$ cat src/rtl/wb_burst_ctrl.sv
// ---------------------------------------------------------------------------
// wb_burst_ctrl
//
// Wishbone slave front-end for the burst address incrementer. It accepts
// classic, linear-burst and wrap-burst cycles, captures the start address,
// CTI, BTE and WE, pulses init_o to load the incrementer, strobes inc_o once
// per acknowledged beat, and paces wb_ack_o with mem_rdy_i. When the
// incrementer reports the line exhausted (done_i) after at least one beat and
// the master is still requesting, the block reloads the incrementer from the
// master's current address.
//
// Optional feature: define WB_BURST_TIMEOUT_EN to enable the BURST stall
// timeout (TIMEOUT_CYC stalled cycles, then wb_err_o for one cycle and return
// to IDLE). Without the macro wb_err_o is tied low and BURST waits forever.
//
// Handshake: a beat is offered when wb_cyc_i & wb_stb_i are high (req); it
// completes in the cycle wb_ack_o is high, which requires the BURST state,
// mem_rdy_i high and no pending re-initialisation. The master must hold
// address/CTI/BTE/WE stable while req is high and ack is low.
//
// Parameters:
//   TIMEOUT_CYC  stall cycles in BURST before wb_err_o (1..255)
// Ports:
//   clk, rst              clock, synchronous active-high reset
//   wb_cyc_i, wb_stb_i    Wishbone cycle / strobe
//   wb_we_i               Wishbone write enable
//   wb_adr_i[3:0]         word address within the 16-word line
//   wb_cti_i[2:0]         cycle type (000 classic, 010 incr, 111 end)
//   wb_bte_i[1:0]         burst type (00 linear, 01 wrap4, 10 wrap8)
//   wb_ack_o, wb_err_o    transfer acknowledge / timeout error
//   mem_rdy_i             memory can complete a beat this cycle
//   done_i                line exhausted, from the incrementer
//   adr_o, cti_o, bte_o   captured burst parameters to the incrementer
//   we_o                  captured write enable to memory
//   init_o, inc_o         incrementer load pulse / advance strobe
// ---------------------------------------------------------------------------
module wb_burst_ctrl #(
  parameter int unsigned TIMEOUT_CYC = 15
) (
  input  logic       clk,
  input  logic       rst,
  input  logic       wb_cyc_i,
  input  logic       wb_stb_i,
  input  logic       wb_we_i,
  input  logic [3:0] wb_adr_i,
  input  logic [2:0] wb_cti_i,
  input  logic [1:0] wb_bte_i,
  output logic       wb_ack_o,
  output logic       wb_err_o,
  input  logic       mem_rdy_i,
  input  logic       done_i,
  output logic [3:0] adr_o,
  output logic [2:0] cti_o,
  output logic [1:0] bte_o,
  output logic       we_o,
  output logic       init_o,
  output logic       inc_o
);

  typedef enum logic [1:0] {
    S_IDLE  = 2'd0,
    S_INIT  = 2'd1,
    S_WAIT  = 2'd2,
    S_BURST = 2'd3
  } state_t;

  state_t     state_q, state_d;
  logic       beat_seen_q, beat_seen_d;
  logic [3:0] adr_q, adr_d;
  logic [2:0] cti_q, cti_d;
  logic [1:0] bte_q, bte_d;
  logic       we_q, we_d;

  logic req;
  logic reinit;
  logic ack;
  logic err;
  logic cti_end;
  logic load;

  assign req     = wb_cyc_i & wb_stb_i;
  // done_i is only meaningful once this line has produced a beat; right after
  // INIT the incrementer may still show the previous line's flag.
  assign reinit  = done_i & beat_seen_q;
  assign ack     = (state_q == S_BURST) & req & mem_rdy_i & ~reinit;
  assign cti_end = (wb_cti_i == 3'b000) | (wb_cti_i == 3'b111);

`ifdef WB_BURST_TIMEOUT_EN
  localparam logic [7:0] TMO_LIM = 8'(TIMEOUT_CYC);

  logic [7:0] tmo_q, tmo_d;

  always_comb begin
    tmo_d = tmo_q;
    err   = 1'b0;
    if ((state_q != S_BURST) || ack) begin
      tmo_d = 8'd0;
    end else if (req && (tmo_q == TMO_LIM)) begin
      err   = 1'b1;
      tmo_d = 8'd0;
    end else if (req && !mem_rdy_i) begin
      tmo_d = tmo_q + 8'd1;
    end
  end

  always_ff @(posedge clk) begin
    if (rst) begin
      tmo_q <= 8'd0;
    end else begin
      tmo_q <= tmo_d;
    end
  end
`else
  assign err = 1'b0;
`endif

  always_comb begin
    state_d     = state_q;
    beat_seen_d = beat_seen_q;
    load        = 1'b0;
    unique case (state_q)
      S_IDLE: begin
        if (req) begin
          state_d = S_INIT;
          load    = 1'b1;
        end
      end
      S_INIT: begin
        state_d = wb_cyc_i ? S_WAIT : S_IDLE;
      end
      S_WAIT: begin
        state_d = wb_cyc_i ? S_BURST : S_IDLE;
      end
      S_BURST: begin
        if (!wb_cyc_i || err) begin
          state_d = S_IDLE;
        end else if (reinit && req) begin
          state_d = S_INIT;
          load    = 1'b1;
        end else if (ack && cti_end) begin
          state_d = S_IDLE;
        end
      end
      default: state_d = S_IDLE;
    endcase

    // INIT is only ever entered through a load, so that is where the line's
    // beat history restarts.
    if (load) begin
      beat_seen_d = 1'b0;
    end else if (ack) begin
      beat_seen_d = 1'b1;
    end

    adr_d = load ? wb_adr_i : adr_q;
    cti_d = load ? wb_cti_i : cti_q;
    bte_d = load ? wb_bte_i : bte_q;
    we_d  = load ? wb_we_i  : we_q;
  end

  always_ff @(posedge clk) begin
    if (rst) begin
      state_q     <= S_IDLE;
      beat_seen_q <= 1'b0;
      adr_q       <= 4'd0;
      cti_q       <= 3'd0;
      bte_q       <= 2'd0;
      we_q        <= 1'b0;
    end else begin
      state_q     <= state_d;
      beat_seen_q <= beat_seen_d;
      adr_q       <= adr_d;
      cti_q       <= cti_d;
      bte_q       <= bte_d;
      we_q        <= we_d;
    end
  end

  // Strobes are masked while reset is held so a burst interrupted by reset
  // never acknowledges in the reset cycle.
  assign wb_ack_o = ack & ~rst;
  assign inc_o    = ack & ~rst;
  assign wb_err_o = err & ~rst;
  assign init_o   = (state_q == S_INIT) & ~rst;
  assign adr_o    = adr_q;
  assign cti_o    = cti_q;
  assign bte_o    = bte_q;
  assign we_o     = we_q;

endmodule

$ cat config.mk
export PLATFORM = sky130hd
export DESIGN_NAME = wb_burst_ctrl
export DESIGN_NICKNAME = d
export VERILOG_FILES = /design/src/rtl/wb_burst_ctrl.sv
export SDC_FILE = /design/constraint.sdc
export NUM_CORES = 1
export LEC_CHECK = 0
export ABC_AREA = 0
export BUFFER_PORTS_ARGS = -buffer_cell sky130_fd_sc_hd__buf_2
export CAP_MARGIN = 5
export CORE_UTILIZATION = 40
export CTS_BUF_LIST = sky130_fd_sc_hd__clkbuf_16
export DETAILED_ROUTE_END_ITERATION = 10
export GPL_TIMING_DRIVEN = 0
export PLACE_DENSITY = 0.72
export SLEW_MARGIN = 30
export SYNTH_ARGS = -nofsm -noshare
export SYNTH_HDL_FRONTEND = slang
export SYNTH_SLANG_ARGS = --single-unit
$ cat constraint.sdc
create_clock -name clk -period 1.9 [get_ports clk]
set_input_delay 0.095 -clock clk [delete_from_list [all_inputs] [get_ports clk]]
set_output_delay 0.095 -clock clk [all_outputs]
set_load 0.05 [all_outputs]
; Word-level counts from Yosys, hierarchy flattened
; Cells that the tools add are included.
[op_classes]
n_bitwise = 10
n_mux = 11
div_mod_pow = 0
n_lt_le_gt_ge = 0
n_eq_ne = 6
shift = 0
n_reduce_logical = 6
mul = 0
n_addsub = 0
[op_table]
columns = op, count
row1 = $mux 2, 6
row2 = $pmux 2 s4, 1
row3 = $and 1x1->1, 7
row4 = $eq 2x2->1 const B, 2
row5 = $ne 4x2->1 const B, 1
row6 = $eq 3x3->1 const B, 1
row7 = $logic_not 3->1, 1
row8 = $mux 1, 3
row9 = $eq 2x1->1 const B, 1
row10 = $logic_and 1x1->1, 2
row11 = $logic_not 2->1, 1
row12 = $ne 2x2->1 const B, 1
row13 = $not 1->1, 2
row14 = $pmux 1 s2, 1
row15 = $reduce_and 2->1, 1
row16 = $reduce_or 2->1, 1
row17 = $or 1x1->1, 1
[word_totals]
reg_bits = 13
latch_bits = 0
mem_bits_rw = 0
word_cells = 39
inputBits = 16
memories = 0
rom_bits = 0
out_inout_bits = 14

; Logic depth before layout (Yosys ltp)
[logic_depth]
depth_word = 9
depth_mapped = 6
mapped_depth_nobuf = 6

; Worst setup path before layout
; OpenSTA, ideal clock, no wires.
[synth_timing]
path_type = register -> output
start = reg state_q[0]
end = out wb_ack_o
required_time_ns = 1.805
slack_ns = -0.053
n_path_buf = 1
t_arrival_ns = 1.858
stages_incl_launch_ff = 6
cell_sequence = dfxtp_1 > ha_1 > and4_1 > nand2_1 > nor2_1 > buf_4
[synth_between]
elab_chain_len = 5
[synth_rtl]
columns = element, line
row1 = from (decl), 67  ; state_t state_q, state_d;
row2 = from (signal assigned), 170  ; state_q <= state_d;
row3 = $eq 2x2->1, 85  ; assign ack = (state_q == S_BURST) & req & mem_rdy_i & ~reinit;
row4 = $and 1x1->1 (3 in a row), 85
row5 = $and 1x1->1, -
row6 = to (decl), 48  ; output logic wb_ack_o,
; Every way passes these cells.

; Worst setup path in the final report
[layout_timing]
start = reg state_q[0]
end = out wb_ack_o
[layout_between]
elab_chain_len = 5
[layout_rtl]
columns = element, line
row1 = $eq 2x2->1, 85
row2 = $and 1x1->1 (3 in a row), 85
row3 = $and 1x1->1, 181  ; assign wb_ack_o = ack & ~rst;
; Every way passes these cells.

==> results.txt <==
----------------------------------------------------
[Final layout]
  Final core utilization ... 0.583
  Most common library cell in the layout ignoring fill and taps ... sky130_fd_sc_hd__buf_2
  Non-filler cells in the finished layout ... 140
  Diodes inserted ... 0
  Layout overhead on the synthesized area ... 32.1%
  Total number of nets in the final design ... 137
  Proportion of layout cells with a drive suffix above 1 ... 0.348
  Most frequent cells in the layout ... 28 x sky130_fd_sc_hd__buf_2, 21 x sky130_fd_sc_hd__nand2b_1, 13 x sky130_fd_sc_hd__dfxtp_1

[Routing]
  Post-route DRC ... 0
  Drt pass-1 iters ... 4
  WL per Instance ... 10.3 µm
  1st-iter DRT viols ... 7
  Detailed-route wire length ... 1.44 mm
  Routed vias ... 650
  Count of nets left with antenna violations after detail routing ... 0
  Number of vias per cell after detailed routing ... 4.64

[Pwr]
  Worst vdd rail ir drop ... 820 µV
  Leakage ... 0.469 nW
  Power density of the placed cells ... 829 nW/µm²

[Yosys]
  Unique cell type count in the Yosys netlist ... 26
  Post-Syn Nets ... 104
  Number of cells produced by synthesis ... 83
  Total standard cell area after synthesis ... 787 µm²
  Area share of the largest cell type after synthesis ... 0.331
  Most area-hungry cell type in the Yosys netlist ... sky130_fd_sc_hd__dfxtp_1
  Syn_area_per_cell ... 9.48 µm²
  Leading cell types by total area after synthesis ... sky130_fd_sc_hd__dfxtp_1 33%, sky130_fd_sc_hd__nand2b_1 17%, sky130_fd_sc_hd__mux2i_1 15%
  Post-synthesis sequential area ratio ... 0.331
  Register bit total from synthesis ... 13
  Warnings, synthesis ... 0

[Floorplan]
  Io pins ... 30
  Die outline width ... 46.4 µm
  Height of the chip ... 46.4 µm
  Core region area ... 1780 µm²
  Total number of placement rows ... 15
  Effective utilization at floorplan ... 0.441
  Area of the die ... 2150 µm²

[Place]
  Gpl congestion ... 0.690
  Buffers on Ports ... 28
  Post-Place Worst Slack ... 339 ps
  Detail Placement HPWL ... 1.16 mm
  Cell total after placement ... 136

[Global routing]
  Combined global-route utilization of all metal layers ... 0.149
  Global-route wire length before repair ... 2.29 mm
  Number of antenna violations at the first check in global routing ... 0
  Maximum number of pins on one net before global-route repair ... 11
  Overall overflow remaining after global route ... 0
  Number of global-route vias before repair ... 557

[Timing]
  Max Fclk ... 0.579 GHz
  Hold slack ... 119 ps
  Total Neg Setup Slack ... 0 ps
  Setup repair after global routing missed its margin ... false
  Final worst setup slack ... 174 ps
  Final clock period utilization by the worst path ... 0.909
  Finish-stage setup viols ... 0
  Final Max Tran Viols ... 0
  Fin. Hold Viols ... 0
  Post-route minimum period ... 1730 ps
  Layout Skew ... 0.855 ps

[Clock tree]
  Maximum count of clock buffers along a single path ... 2
  Number of buffers inserted during clock tree synthesis ... 3
  Total of hold buffers inserted after clock tree synthesis ... 0
  Clock insertion delay at the later pin of the skew report ... 230 ps
  Maximum level of the CTS H-tree ... 1
  Clock tree sinks ... 13
  Count of buffers added by post-CTS timing repair for setup ... 0
  Register clock-pin slew on the reported worst setup and hold paths ... 40 ps
  CTS root buffer ... sky130_fd_sc_hd__clkbuf_16
  Post-cts resize count ... 0
  Clock tree from TritonCTS ... built

[Worst setup path]
  Required time at the worst-slack endpoint ... 1800 ps
  Biggest fanout along the worst timing path ... 4
  CP Capture Type ... primary output
  Setup Crit Path Kind ... flop to primary output
  Worst setup SP type ... flop
  Arrival time at the worst endpoint ... 1630 ps

[Run status]
  Status ... finished clean

[Hold path]
  Kind of path behind the tightest hold check ... primary input to flop

[Job]
  MaxCap Viol Count ... 0

----------------------------------------------------
==> critical path, cell delays in order (launching register included) <==
cell                      delay, ps
sky130_fd_sc_hd__dfxtp_1        370
sky130_fd_sc_hd__ha_1           230
sky130_fd_sc_hd__and4_1         260
sky130_fd_sc_hd__nand2_1         80
sky130_fd_sc_hd__nor2_2         100
sky130_fd_sc_hd__buf_4          110
sky130_fd_sc_hd__buf_2          240
==> flip-flops by register name, indices dropped and copies added, names as in the netlist <==
| name | cells |
|---|---|
| cti_o | 3 |
| state_q | 2 |
| we_o | 1 |
| beat_seen_q | 1 |
| adr_o | 4 |
| bte_o | 2 |
==> logic make-up (layout without fill, tap and decap cells) <==
family	after synthesis	count (layout)	share of synthesized area
AO/OA/AOI/OAI	8	8	0.0970
adder cells (fa/ha/maj)	5	5	0.0795
buffers and inverters	7	39	0.0572
flip-flops	13	13	0.331
multiplexers	12	12	0.153
other	1	1	0.00476
AND/OR/NAND/NOR	37	37	0.278
==> metrics by stage <==
| step | area, µm² | total power, mW |
|---|---|---|
| final | 1040 | 0.862 |
| after global routing | 1040 | 0.904 |
| after CTS | 1040 | 0.874 |
| after detailed placement | 961 | 0.492 |
| after global placement | 961 | 0.488 |
| after floorplan | 790 | 0.443 |
==> per-layer routing <==
metal,up-vias,track usage,part of all wire
li1,342,-,-
met1,289,0.197,0.49
met2,19,0.233,0.46
met3,0,0.0588,0.049
met4,0,0.0176,0
met5,-,0,0
==> cells in the mapped netlist, drive strengths merged <==
cell,count
nand2,3
and4,1
mux2i,12
a21oi,2
nand3,2
a211oi,1
buf,3
dfxtp,13
conb,1
o21a,1
nand2b,21
o211ai,2
a21boi,1
and3,2
ha,5
a221oi,1
inv,2
nor2,5
clkbuf,2
nor3,2
nor2b,1
==> report_power, final <==
group / total, mW / internal, mW / switching (mW) / leakage [nW]
combinational: 0.185 / 0.0697 / 0.116 / 0.321
clock: 0.377 / 0.276 / 0.101 / 0.0423
sequential: 0.300 / 0.290 / 0.00983 / 0.106
==> layout make-up <==
type                    instances  area, µm²
plain buffers                   5       37.5
clock buffers                   3       75.1
clock inverters                 1       3.75
fillers                       162        743
inverters                       2       7.51
multi-input cells              63        484
flip-flops and latches         13        260
well taps                      25       31.3
repair buffers                 28        140
==> worst paths after layout <==
path	from	end	slack (ps)	cells past startpoint
setup / recovery	state_q[0]	wb_ack_o	170	6
hold / removal	wb_bte_i[1]	bte_o[1]	120	3
setup reg to reg	state_q[0]	state_q[0]	330	6
hold reg to reg	adr_o[2]	adr_o[2]	470	2
Note: power is estimated with default switching activity, not from simulation.
